===== src/rtl/cpu_pkg.sv =====
// Shared definitions for the MIPS datapath immediate-generation stage.
//   imm_mode_e : immediate extension modes carried on in_mode
//   occ_e      : occupancy of the two-entry output/skid buffer
//   MODE_W     : width of the mode select
package cpu_pkg;

  localparam int MODE_W = 2;

  typedef enum logic [MODE_W-1:0] {
    IMM_SIGN   = 2'd0,
    IMM_ZERO   = 2'd1,
    IMM_UPPER  = 2'd2,
    IMM_BRANCH = 2'd3
  } imm_mode_e;

  typedef enum logic [1:0] {
    OCC_EMPTY = 2'd0,
    OCC_ONE   = 2'd1,
    OCC_TWO   = 2'd2
  } occ_e;

endpackage


===== src/rtl/imm_extend_comb.sv =====
// Purely combinational immediate extension.
//   in_imm  [IN_W]   raw immediate
//   in_mode [MODE_W] SIGN / ZERO / UPPER / BRANCH
//   result  [OUT_W]  extended operand
// Build option IMM_EXTEND_BRANCH_EN: when defined, mode 3 sign-extends and
// shifts left by BR_SHIFT; when undefined, mode 3 is identical to SIGN and
// no shifter exists.
module imm_extend_comb
  import cpu_pkg::*;
#(
  parameter int IN_W     = 16,
`ifdef IMM_EXTEND_BRANCH_EN
  parameter int BR_SHIFT = 2,
`endif
  parameter int OUT_W    = 32
) (
  input  logic [IN_W-1:0]   in_imm,
  input  logic [MODE_W-1:0] in_mode,
  output logic [OUT_W-1:0]  result
);

  logic signed [IN_W-1:0]  imm_s;
  logic signed [OUT_W-1:0] sext;
  logic        [OUT_W-1:0] zext;
  logic        [OUT_W-1:0] upper;

  assign imm_s = signed'(in_imm);
  // Size cast of a signed operand replicates the sign bit; this also
  // degenerates cleanly when OUT_W == IN_W.
  assign sext  = OUT_W'(imm_s);
  assign zext  = OUT_W'(in_imm);
  assign upper = zext << (OUT_W - IN_W);

  always_comb begin
    result = sext;
    case (imm_mode_e'(in_mode))
      IMM_SIGN:   result = sext;
      IMM_ZERO:   result = zext;
      IMM_UPPER:  result = upper;
`ifdef IMM_EXTEND_BRANCH_EN
      IMM_BRANCH: result = sext <<< BR_SHIFT;
`else
      IMM_BRANCH: result = sext;
`endif
      default:    result = sext;
    endcase
  end

endmodule


===== src/rtl/imm_extend_pipe.sv =====
// Registered immediate-generation stage at the ID/EX boundary.
// Extension is done combinationally on the input; only extended results are
// stored, in an output register plus one skid register (2-entry FIFO).
//   clk, reset      clock, synchronous active-high reset
//   flush           drop everything held; an input firing this cycle is lost
//   in_valid/ready  upstream handshake (in_ready is a flop, !TWO)
//   in_imm, in_mode raw immediate and extension mode
//   out_valid/ready downstream handshake (out_valid is a flop)
//   out_imm         extended operand, out_neg its MSB
// Build option IMM_EXTEND_BRANCH_EN enables the branch-offset shift for mode 3.
module imm_extend_pipe
  import cpu_pkg::*;
#(
  parameter int IN_W     = 16,
  parameter int OUT_W    = 32,
  parameter int BR_SHIFT = 2
) (
  input  logic              clk,
  input  logic              reset,
  input  logic              flush,
  input  logic              in_valid,
  output logic              in_ready,
  input  logic [IN_W-1:0]   in_imm,
  input  logic [MODE_W-1:0] in_mode,
  output logic              out_valid,
  input  logic              out_ready,
  output logic [OUT_W-1:0]  out_imm,
  output logic              out_neg
);

  if ((OUT_W < IN_W) || (OUT_W < IN_W + BR_SHIFT)) begin : g_width_check
    $error("imm_extend_pipe: OUT_W too narrow for IN_W/BR_SHIFT");
  end

  logic signed [OUT_W-1:0] ext_p0;
  logic signed [OUT_W-1:0] out_data_p1;
  logic signed [OUT_W-1:0] skid_data_p1;
  occ_e state_q, state_d;
  logic rdy_q, vld_q;
  logic load_out, load_skid, move_skid;
  logic in_fire, out_fire;

  // Stage p0: combinational extension of the incoming immediate
  imm_extend_comb #(
    .IN_W     (IN_W),
`ifdef IMM_EXTEND_BRANCH_EN
    .BR_SHIFT (BR_SHIFT),
`endif
    .OUT_W    (OUT_W)
  ) u_ext (
    .in_imm  (in_imm),
    .in_mode (in_mode),
    .result  (ext_p0)
  );

  assign in_fire  = in_valid & rdy_q;
  assign out_fire = vld_q & out_ready;

  always_comb begin
    state_d   = state_q;
    load_out  = 1'b0;
    load_skid = 1'b0;
    move_skid = 1'b0;
    if (flush) begin
      state_d = OCC_EMPTY;
    end else begin
      case (state_q)
        OCC_EMPTY: begin
          if (in_fire) begin
            state_d  = OCC_ONE;
            load_out = 1'b1;
          end
        end
        OCC_ONE: begin
          if (in_fire && out_fire) begin
            load_out = 1'b1;
          end else if (in_fire) begin
            state_d   = OCC_TWO;
            load_skid = 1'b1;
          end else if (out_fire) begin
            state_d = OCC_EMPTY;
          end
        end
        OCC_TWO: begin
          // in_ready is low here, so only the drain case exists.
          if (out_fire) begin
            state_d   = OCC_ONE;
            move_skid = 1'b1;
          end
        end
        default: state_d = OCC_EMPTY;
      endcase
    end
  end

  // Stage p1: output and skid registers with occupancy state
  always_ff @(posedge clk) begin
    if (reset) begin
      state_q      <= OCC_EMPTY;
      rdy_q        <= 1'b1;
      vld_q        <= 1'b0;
      out_data_p1  <= '0;
      skid_data_p1 <= '0;
    end else begin
      state_q <= state_d;
      rdy_q   <= (state_d != OCC_TWO);
      vld_q   <= (state_d != OCC_EMPTY);
      if (load_out) begin
        out_data_p1 <= ext_p0;
      end else if (move_skid) begin
        out_data_p1 <= skid_data_p1;
      end
      if (load_skid) begin
        skid_data_p1 <= ext_p0;
      end
    end
  end

  assign in_ready  = rdy_q;
  assign out_valid = vld_q;
  assign out_imm   = out_data_p1;
  assign out_neg   = out_data_p1[OUT_W-1];

endmodule

===== config.mk =====
export PLATFORM = sky130hd
export DESIGN_NAME = imm_extend_pipe
export DESIGN_NICKNAME = d
export VERILOG_FILES = /design/src/rtl/cpu_pkg.sv /design/src/rtl/imm_extend_comb.sv /design/src/rtl/imm_extend_pipe.sv
export SDC_FILE = /design/constraint.sdc
export NUM_CORES = 1
export LEC_CHECK = 0
export BUFFER_PORTS_ARGS = -buffer_cell sky130_fd_sc_hd__buf_4
export CAP_MARGIN = 5
export CORE_ASPECT_RATIO = 1.25
export CORE_MARGIN = 3
export CORE_UTILIZATION = 51
export DETAILED_ROUTE_END_ITERATION = 8
export GPL_ROUTABILITY_DRIVEN = 0
export HOLD_SLACK_MARGIN = 0.03
export PLACE_DENSITY = 0.75
export SYNTH_ARGS = -nofsm -noshare
export SYNTH_HDL_FRONTEND = slang
export SYNTH_HIERARCHICAL = 1
export SYNTH_SLANG_ARGS = --single-unit
export TNS_END_PERCENT = 100

===== constraint.sdc =====
create_clock -name clk -period 1.25 [get_ports clk]
set_input_delay 0 -clock clk [delete_from_list [all_inputs] [get_ports clk]]
set_output_delay 0 -clock clk [all_outputs]
set_load 0.005 [all_outputs]

### After elaboration in Yosys (flattened, before gate mapping)

Index checks and enable logic that the tools add are counted.

* logic and storage cells: 39
* input bits: 23
* ROM bits: 0
* register bits after elaboration: 68
* memory bits (writable): 0
* memories: 0
* latch bits: 0

* eq/ne operators: 6
* magnitude comparators: 0
* shift-type cells: 0
* add/sub/neg operators: 0
* multiplexer cells: 20
* divide/modulo/power cells: 0
* reduce and logical (&&, ||, !) cells: 6
* bitwise gates (word level): 2
* $mul: 0

Operator list (number)
* $pmux 32 s3: 1
* $mux 32: 2
* $mux 2: 6
* $mux 1: 9
* $eq 2x2->1 const B: 3
* $pmux 2 s3: 1
* $eq 2x1->1 const B: 2
* $logic_not 2->1: 2
* $reduce_bool 2->1: 2
* $and 1x1->1: 2
* $ne 2x2->1 const B: 1
* $pmux 1 s2: 1
* $reduce_or 2->1: 1
* $logic_and 1x1->1: 1

### Longest topological paths before layout

Gate-level depths: netlist of the first run.

* word-level depth: 7
* gate-level depth with buffers: 8
* gate-level depth less buffers: 6

### By module

Netlist of the first run, hierarchy kept.

By module, submodules not included
* imm_extend_pipe: seq. area each 1361.3 sq um, cells an instance 358, times used 1, area each 3111.7 sq um
* imm_extend_comb: seq. area each 0.0 sq um, cells an instance 60, times used 1, area each 377.9 sq um

### Least setup slack after synthesis of the first run

OpenSTA, ideal clock, no wires.

* path kind: flip-flop to flip-flop
* start: reg vld_q (netlist: out_valid)
* end: reg out_data_p1[28] (netlist: out_imm[28])
* setup slack: 0.009 ns
* setup time: 0.088 ns
* stages on the path, launching flop included: 6
* data required time: 1.162 ns
* arrival: 1.153 ns
* cells stage by stage: dfxtp_1 -> and4b_1 -> buf_4 -> buf_6 -> nand3b_1 -> a311oi_2

* cells in the longest elaborated chain, start to end: 6
* elaborated cells between the ends (all ways): 10
* classes of those cells: 7 x mux; 1 x bitwise; 2 x reduce/logical

Ends and longest elaborated chain
* start: declaration: RTL line imm_extend_pipe.sv:39 `logic rdy_q, vld_q;`
* start signal: assignment: RTL line imm_extend_pipe.sv:107 `vld_q <= (state_d != OCC_EMPTY);`
* $and 1x1->1 (*): RTL line imm_extend_pipe.sv:57 `assign out_fire = vld_q & out_ready;`
* $logic_and 1x1->1: RTL line imm_extend_pipe.sv:75 `if (in_fire && out_fire) begin`
* $mux 1: RTL line imm_extend_pipe.sv:75
* $pmux 1 s2: RTL line imm_extend_pipe.sv:67 `case (state_q)`
* $mux 1: RTL line imm_extend_pipe.sv:64 `if (flush) begin`
* $mux 32 / $reduce_bool 2->1 (equally long branches)
* end signal: assignment: RTL line imm_extend_pipe.sv:109 `out_data_p1 <= ext_p0;`
* end signal: assignment: RTL line imm_extend_pipe.sv:111 `out_data_p1 <= skid_data_p1;`
* end: declaration: RTL line imm_extend_pipe.sv:36 `logic signed [OUT_W-1:0] out_data_p1;`

Every way passes the cells marked *; elsewhere a longest branch is shown, timed or not.
A chain may end at the register's enable or synchronous reset.

### Final worst setup path of the first run

* start: reg state_q[1]
* end: reg out_data_p1[17] (netlist: out_imm[17])

* cells in the longest elaborated chain, start to end: 4
* elaborated cells between the ends (all ways): 9
* classes of those cells: 2 x eq/ne; 5 x mux; 2 x reduce/logical

Ends and longest elaborated chain
* start: declaration: RTL line imm_extend_pipe.sv:38 `occ_e state_q, state_d;`
* start signal: assignment: RTL line imm_extend_pipe.sv:105 `state_q <= state_d;`
* $eq 2x1->1, or another cell as far along: RTL line imm_extend_pipe.sv:67
* $pmux 1 s2 / $mux 1 (equally long branches): RTL line imm_extend_pipe.sv:67
* $mux 1: RTL line imm_extend_pipe.sv:64
* $mux 32 / $reduce_bool 2->1 (equally long branches)

Several ways; a longest one is shown, not always the timed one.

==> results of run 1 <==
-- critical path: stages (launching register included) --
cell and delay (ns):
dfxtp_4 0.36, and4bb_2 0.38, nand2_4 0.12, buf_12 0.17, a311oi_1 0.24
-- flip-flops by register name, summed over array words and instances, names as in the netlist --
register / cells
out_imm: 32
skid_data_p1: 32
state_q: 2
in_ready: 1
out_valid: 1
-- cells by family after synthesis --
group	Yosys count	share of synthesized area [%]
DFF	68	39.0
adders and majority gates	2	0.717
buffers and inverters	55	9.14
and+or+nand+nor	144	24.3
AOI/OAI and AO/OA	149	26.8
-- worst max path at each step --
stage | end | cells past startpoint | from
final | out_imm[17] | 4 | state_q[1]
after global routing | out_imm[17] | 4 | state_q[1]
after CTS | out_imm[8] | 4 | state_q[1]
after detailed placement | out_imm[30] | 4 | state_q[1]
after global placement | out_imm[24] | 8 | in_mode[0]
after floorplan | out_imm[28] | 5 | out_valid
-- repair_timing --
| action | 4_1_cts | 5_1_grt |
|---|---|---|
| resized for setup | 39 | 32 |
| buffers inserted | 3 | 1 |
| setup endpoints to repair | 64 | 64 |
| gates cloned | 2 | 2 |
| endpoints found under the hold margin | 2 | 0 |
| pin swaps | 2 | 5 |
| hold buffers | 2 | 0 |
-- power groups by stage --
stage / Combinational (mW) / Clock (mW) / Sequential (mW)
5_1_grt: 1.09 / 1.85 / 2.31
3_5_place_dp: 0.879 / 0 / 2.35
4_1_cts: 0.967 / 1.77 / 2.30
2_1_floorplan: 0.484 / 0 / 2.35
6_report: 1.01 / 1.75 / 2.30
3_3_place_gp: 0.867 / 0 / 2.35
-- stage by stage --
| stage | utilization (%) | hold WS (ns) | instance area [um^2] |
|---|---|---|---|
| 3_5_place_dp | 62.2 | 0.364 | 4110 |
| 5_1_grt | 69.7 | 0.0728 | 4610 |
| 3_3_place_gp | 62.2 | 0.354 | 4110 |
| 4_1_cts | 68.4 | 0.0560 | 4520 |
| 2_1_floorplan | - | 0.182 | 3490 |
| 6_report | 69.7 | 0.0625 | 4610 |
-- layer usage --
layer  up-vias  wire length, um  share of wire, %
li1       1669                -                 -
met1      1674             4330                41
met2       194             4960                47
met3        29              871               8.3
met4         0              299               2.9
met5         -                0                 0
-- layout make-up --
class	instances	area share, %
well taps	87	2.36
clock inverters	3	0.869
inverters	3	0.244
clock buffers	10	2.99
multi-input cells	295	42.4
flip-flops and latches	68	29.7
repair buffers	101	21.4
-- synth_stat cells --
library cell  number
ha_1               2
a21oi_2           10
nor3_1            32
buf_4             10
a311oi_1          29
nand4bb_1          1
nand3_1           32
nand3b_1          33
nand4b_1           1
a21boi_1           1
buf_2             11
nor2_1             2
nor3b_1            1
nor2b_1           17
dfxtp_1           68
o21a_1             1
inv_1              3
and4bb_2           1
and4_1             1
nand2_2            1
nor2_4             1
o21ai_0           65
and4b_1            2
buf_6              8
nand2_4            1
o211ai_1           1
a21oi_1           38
clkbuf_1          22
clkbuf_2           1
a311oi_2           3
a21bo_2            1
nand4_1            1
nand2_1           17
==> qor.csv, run 1 <==
stage,metric,value,unit
run_status,status,"finished, violations left",
run_status,failed_checks,setup timing,
pwr,p_int,3.67,mW
routing,ant_nets,0,
sta,finalSetupViolCount,44,
clocking,clockBufferDepth,2,
die,start_util,52.8,%
routing,first_pass_iters,5,
setup_path,critPathMaxFanout,12,
pwr,power,5.07,mW
setup_path,cp-end-kind,flip-flop,
sta,slew_violations,0,
sta,tightest_slew,0.504,ns
die,num_io_pins,58,
setup_path,worstRegToRegCells,4,
setup_path,start_kind,flip-flop,
clocking,cts-buffers-inserted,9,
global_routing,grt_remaining_overflow,0,
setup_path,critical_path_class,reg -> reg,
job,maxCapViolCount,0,
sta,rsz0062_at_grt,true,
sta,period_share,110,%
sta,fmax,0.726,GHz
finish,mostFrequentLayoutCells,"buf_4 (76), dfxtp_1 (64), o21ai_0 (40), a21oi_1 (36), nand3b_1 (33)",
finish,instances_no_fill,567,
pwr,clkPwrFrac,34.6,%
finish,fillers,513,
place,pre_cts_slack,-0.164,ns
synthesis,syn-num-nets,443,
routing,wl_per_cell,18.5,um
synthesis,yosysWarningCount,6,
clocking,cts.clk_slew.worst_paths,0.07,ns
global_routing,grt_pass1_wl,16900,um
synthesis,synth_top_area_share,39.0,%
synthesis,synthesis.area,3490,um^2
die,die-height,98.5,um
finish,syn2layout_area_growth,32.0,%
die,core,6610,um^2
sta,setup_ws,-0.128,ns
setup_path,required,1.50,ns
synthesis,yosys-top-cells-area,"dfxtp_1 (39%), o21ai_0 (9.3%), a311oi_1 (7.3%)",
routing,vias,3566,
place,hpwl,6390,um
clocking,cts_tree,built,
hold_path,min_path_type,in -> reg,
clocking,cts_root_buf,clkbuf_8,
synthesis,ys_seq_elements,68,
pwr,switching_share,27.5,%
setup_path,r2r-start,state_q[1],
pwr,ir_worst_vdd,848,uV
sta,final.min_clock_period,1.38,ns
die,rows,33,
finish,nNetsFinal,503,
sta,hold_viol_final,0,
finish,multi_input_area,1960,um^2
setup_path,r2r-end,out_imm[17],
hold_path,worstHoldStart,in_imm[3],
pwr,p_sw,1.39,mW
pwr,combPwrFrac,19.9,%
finish,layout_commonest_cell,buf_4,
finish,drive_gt1_share,33.1,%
place,dp_cells,545,
synthesis,syn_inst,418,
routing,viasPerCell,6.29,
setup_path,worstPathArrival,1.63,ns
synthesis,avgSynthCellArea,8.35,um^2
finish,antennaDiodeCount,0,
place,numPortBuffers,57,
routing,drt_first_iter_violations,484,
clocking,clock_sinks,68,
pwr,sequentialPowerShare,45.5,%
hold_path,holdPathEnd,skid_data_p1[19],
global_routing,grt_use_met2,41.1,%
sta,relSlewSlack,66.4,%
global_routing,use_met3,6.12,%
routing,drcViolationCount,0,
global_routing,grt_pass1_vias,3386,
hold_path,holdPathStages,5,
die,die_w,80.0,um
routing,drt-total-wl,10500,um
die,dieArea,7880,um^2
setup_path,reg2reg_slack,-0.13,ns
sta,tns,-2.44,ns
synthesis,yosysSeqAreaShare,39.0,%
global_routing,grt_start_max_net_pins,47,
pwr,p_leak,1.64,nW
synthesis,synth.largest_area_cell,dfxtp_1,
global_routing,grt_busiest_layer,met2,
synthesis,synth_cell_types,33,
global_routing,grt_use_total,27.3,%
finish,seqCellArea,1370,um^2
global_routing,antenna_found_initial,0,
sta,worst_clock_skew,0.0105,ns
pwr,powerDensity,1100,nW/um^2
clocking,clk_latency,0.35,ns
clocking,ctsHtreeMaxLevel,3,
global_routing,gr-usage-met1,37.3,%
Note: power is estimated with default switching activity, not from simulation.
==> run 2, diff against run 1 <==
==> constraint.sdc (replaced) <==
create_clock -name clk -period 1.2 [get_ports clk]
set_input_delay 0 -clock clk [delete_from_list [all_inputs] [get_ports clk]]
set_output_delay 0 -clock clk [all_outputs]
set_load 0.005 [all_outputs]
==> qor.csv, run 2 (synthesis results as in run 1) <==
stage,metric,value,unit
run_status,status,"finished, violations left",
run_status,failed_checks,setup timing,
place,pre_cts_slack,-0.217,ns
setup_path,worstRegToRegCells,4,
setup_path,r2r-end,out_imm[20],
finish,syn2layout_area_growth,34.3,%
hold_path,min_path_type,in -> reg,
finish,antennaDiodeCount,0,
die,die_w,80.0,um
sta,hold_viol_final,0,
clocking,cts_root_buf,clkbuf_8,
sta,relSlewSlack,67.8,%
die,num_io_pins,58,
routing,drt_first_iter_violations,429,
setup_path,cp-end-kind,flip-flop,
pwr,p_leak,1.60,nW
setup_path,required,1.44,ns
finish,drive_gt1_share,34.5,%
clocking,clk_latency,0.34,ns
routing,wl_per_cell,19.2,um
routing,first_pass_iters,5,
pwr,ir_worst_vdd,814,uV
clocking,clockBufferDepth,2,
finish,multi_input_area,2060,um^2
hold_path,holdPathStages,4,
place,numPortBuffers,57,
place,dp_cells,537,
routing,viasPerCell,6.38,
job,maxCapViolCount,0,
setup_path,critical_path_class,reg -> reg,
global_routing,grt_pass1_wl,15700,um
finish,mostFrequentLayoutCells,"buf_4 (71), dfxtp_1 (64), o21ai_0 (57), nand3b_1 (33), nor3_1 (32)",
setup_path,r2r-start,state_q[0],
finish,nNetsFinal,494,
hold_path,holdPathEnd,skid_data_p1[1],
sta,final.min_clock_period,1.40,ns
sta,tns,-8.73,ns
pwr,power,5.39,mW
setup_path,critPathMaxFanout,16,
die,rows,33,
global_routing,antenna_found_initial,0,
finish,seqCellArea,1370,um^2
sta,period_share,117,%
sta,fmax,0.714,GHz
sta,setup_ws,-0.201,ns
finish,postLayoutCellArea,4690,um^2
die,dieArea,7880,um^2
routing,vias,3573,
clocking,ctsHtreeMaxLevel,3,
place,hpwl,6090,um
global_routing,grt_start_max_net_pins,65,
die,die-height,98.5,um
global_routing,grt_use_total,24.9,%
routing,drcViolationCount,0,
sta,tightest_slew,0.482,ns
sta,worst_clock_skew,0.00805,ns
finish,fin_util,70.9,%
setup_path,reg2reg_slack,-0.20,ns
clocking,cts.clk_slew.worst_paths,0.07,ns
clocking,clock_sinks,68,
clocking,cts-buffers-inserted,9,
die,core,6610,um^2
sta,rsz0062_at_grt,true,
hold_path,worstHoldStart,in_imm[1],
routing,drt-total-wl,10700,um
finish,instances_no_fill,560,
global_routing,grt_remaining_overflow,0,
sta,slew_violations,0,
setup_path,start_kind,flip-flop,
clocking,cts_tree,built,
die,start_util,52.8,%
sta,finalSetupViolCount,64,
setup_path,worstPathArrival,1.64,ns
routing,ant_nets,0,
global_routing,grt_pass1_vias,3153,
place,placed_area,4090,um^2
pwr,powerDensity,1150,nW/um^2
finish,layout_commonest_cell,buf_4,
finish,fillers,501,
sta,timing.hold.ws,0.0853,ns
## run 2: cell count changes in the layout (fill, tap and decap cells not counted), sizes merged
| cell | before | now |
|---|---|---|
| clkbuf | 11 | 17 |
| buf | 98 | 87 |
| clkinv | 2 | 0 |
## run 2: per-layer routing
layer / vias up / global-route usage (%) / part of all wire [%]
li1: 1646 / - / -
met1: 1711 / 33.1 / 41
met2: 186 / 39.3 / 48
met3: 30 / 4.02 / 7.3
met4: 0 / 11.8 / 3.4
met5: - / 0 / 0
## run 2: critical path, cell delays in order (launching register included)
cell	delay (ns)
dfxtp_2	0.33
and4b_2	0.38
clkbuf_16	0.21
nand3b_1	0.08
a311oi_1	0.29
## run 2: how the worst max path moves through the flow
| stage | from | endpoint | slack, ns | depth (start not counted) |
|---|---|---|---|---|
| finish | state_q[0] | out_imm[20] | -0.20 | 4 |
| global route | state_q[0] | out_imm[20] | -0.23 | 4 |
| CTS | out_valid | out_imm[25] | -0.14 | 4 |
| detailed placement | in_mode[0] | out_imm[31] | -0.22 | 8 |
| global placement | in_mode[0] | out_imm[31] | -0.23 | 8 |
| floorplan | state_q[0] | out_imm[28] | -0.005 | 5 |
## run 2: where the power goes
| group | internal [mW] | total, mW | leakage [nW] | switching, mW |
|---|---|---|---|---|
| Clock | 1.12 | 1.94 | 0.103 | 0.818 |
| Sequential | 2.35 | 2.40 | 0.555 | 0.0540 |
| Combinational | 0.476 | 1.05 | 0.939 | 0.576 |
## run 2: repair_timing
action / CTS / global route
endpoints found under the hold margin: 4 / 0
buffers inserted: 2 / 0
resized for setup: 6 / 54
hold buffers: 2 / 0
endpoints found under the setup margin: 64 / 64
pin swaps: 4 / 29
gates cloned: 1 / 3
## run 2: layout make-up
| cell class | instances | area share [%] |
|---|---|---|
| multi-input combinational | 295 | 44.0 |
| clock buffer | 14 | 3.68 |
| timing repair buffer | 92 | 19.8 |
| sequential | 68 | 29.3 |
| inverter | 3 | 0.240 |
| tap | 87 | 2.32 |
| clock inverter | 1 | 0.641 |
==> run 3, diff against run 2 <==
--- a/config.mk
+++ b/config.mk
@@ -9,11 +9,11 @@
 export CAP_MARGIN = 5
 export CORE_ASPECT_RATIO = 1.25
 export CORE_MARGIN = 3
-export CORE_UTILIZATION = 51
+export CORE_UTILIZATION = 53
+export CTS_BUF_LIST = sky130_fd_sc_hd__clkbuf_8
 export DETAILED_ROUTE_END_ITERATION = 8
 export GPL_ROUTABILITY_DRIVEN = 0
-export HOLD_SLACK_MARGIN = 0.03
-export PLACE_DENSITY = 0.75
+export PLACE_DENSITY = 0.78
 export SYNTH_ARGS = -nofsm -noshare
 export SYNTH_HDL_FRONTEND = slang
 export SYNTH_HIERARCHICAL = 1
==> qor.csv, run 3 (synthesis results as in run 1) <==
stage,metric,value,unit
setup_path,cp_slowest_stage_delay,0.34,ns
finish,mostFrequentLayoutCells,"buf_4 (77), dfxtp_1 (64), o21ai_0 (34), nand3b_1 (33), nor3_1 (30)",
clocking,clockBufferDepth,2,
clocking,cts-buffers-inserted,9,
clocking,cts.clk_slew.worst_paths,0.08,ns
setup_path,worstPathArrival,1.67,ns
clocking,clock_sinks,68,
global_routing,grt_pass1_vias,3460,
finish,syn2layout_area_growth,37.1,%
routing,wl_met3,1320,um
finish,nNetsFinal,505,
routing,wl_per_cell,21.4,um
pwr,combPwrFrac,20.2,%
run_status,status,"finished, violations left",
routing,first_pass_iters,6,
setup_path,crit_slowest_cell,dfxtp_2,
sta,timing.hold.ws,0.0307,ns
finish,drive_gt1_share,37.5,%
global_routing,grt_pass1_wl,18100,um
routing,ant_nets,0,
setup_path,critPathMaxFanout,8,
finish,layout_commonest_cell,buf_4,
global_routing,grt_start_max_net_pins,45,
routing,drcViolationCount,0,
pwr,ir_worst_vdd,775,uV
sta,tightest_slew,0.425,ns
setup_path,cp-end-kind,flip-flop,
routing,drt_first_iter_violations,599,
place,numPortBuffers,57,
clocking,cts_root_buf,clkbuf_8,
routing,highest_layer,met4,
die,die-height,96.7,um
sta,final.min_clock_period,1.38,ns
clocking,ctsHtreeMaxLevel,3,
setup_path,cp_top_family,simple AND/OR/NAND/NOR gates,
sta,tns,-7.05,ns
pwr,powerDensity,1150,nW/um^2
sta,hold_viol_final,0,
place,pre_cts_slack,-0.199,ns
routing,vias,3835,
pwr,switching_share,28.6,%
global_routing,grt_use_total,30.3,%
die,die_w,78.6,um
routing,wl_met1,4480,um
die,rows,32,
setup_path,required,1.49,ns
sta,worst_clock_skew,0.00612,ns
pwr,p_sw,1.58,mW
die,start_util,55.5,%
pwr,sequentialPowerShare,43.8,%
run_status,failed_checks,setup timing,
global_routing,grt_remaining_overflow,0,
sta,rsz0062_at_grt,true,
pwr,p_int,3.93,mW
sta,slew_violations,0,
die,dieArea,7600,um^2
clocking,cts_tree,built,
setup_path,cp_num_buf_inv,3,
routing,wl_met2,5680,um
pwr,power,5.50,mW
place,hpwl,6330,um
routing,drt-total-wl,12200,um
die,core,6290,um^2
sta,fmax,0.724,GHz
setup_path,critical_path_class,reg -> reg,
routing,viasPerCell,6.73,
die,num_io_pins,58,
sta,setup_ws,-0.182,ns
pwr,p_leak,1.70,nW
job,maxCapViolCount,0,
clocking,clk_latency,0.35,ns
finish,antennaDiodeCount,0,
hold_path,min_path_type,in -> reg,
pwr,clkPwrFrac,36.0,%
sta,period_share,115,%
sta,relSlewSlack,71.7,%
setup_path,start_kind,flip-flop,
sta,finalSetupViolCount,64,
global_routing,antenna_found_initial,0,
setup_path,path_cells,"and4bb_4, buf_8, buf_12, buf_16, nand3_2, a21oi_2",
[run 3: worst reg2reg max path, delay by kind of cell (launching register included)]
family                 cells  cell delay [ns]
AO/OA/AOI/OAI              1             0.17
buffers and inverters      3             0.38
flip-flops                 1             0.34
AND/OR/NAND/NOR            2             0.41
[run 3: routing by layer]
metal,vias up,global-route usage [%]
li1,1670,-
met1,1786,37.8
met3,77,8.85
met2,302,47.1
met5,-,0
met4,0,15.5
[run 3: worst paths after layout]
path	slack [ns]	cells after the start	to	start
setup / recovery	-0.18	6	skid_data_p1[20]	state_q[1]
hold / removal	0.03	3	in_ready	out_ready
setup reg to reg	-0.18	6	skid_data_p1[20]	state_q[1]
hold reg to reg	0.48	2	skid_data_p1[25]	skid_data_p1[25]
[run 3: layout make-up]
class	count	area, um^2
inverters	3	11.3
repair buffers	103	1060
well taps	85	106
clock buffers	11	151
clock inverters	5	51.3
fillers	436	1500
multi-input cells	295	2030
flip-flops and latches	68	1370
[run 3: repair_timing]
item                       in CTS  in global routing
gates cloned                    7                  2
setup buffers                   4                  2
setup endpoints to repair      64                 64
hold endpoints to repair        5                  0
resized for setup              41                 51
hold buffers                    1                  0
pin swaps                      43                  2
[run 3: through the flow]
stage               std cells  area (um^2)  utilization (%)
finish                    570         4780             76.1
detailed placement        539         4100             65.1
global placement          539         4100             65.1
CTS                       567         4660             74.1
floorplan                 418         3500                -
global route              570         4780             76.1
[run 3: power by group through the flow]
stage	sequential, mW	clock (mW)	combinational, mW
2_1_floorplan	2.45	0	0.506
3_3_place_gp	2.45	0	0.898
3_5_place_dp	2.45	0	0.913
4_1_cts	2.40	1.98	1.04
5_1_grt	2.42	2.09	1.17
6_report	2.41	1.98	1.11
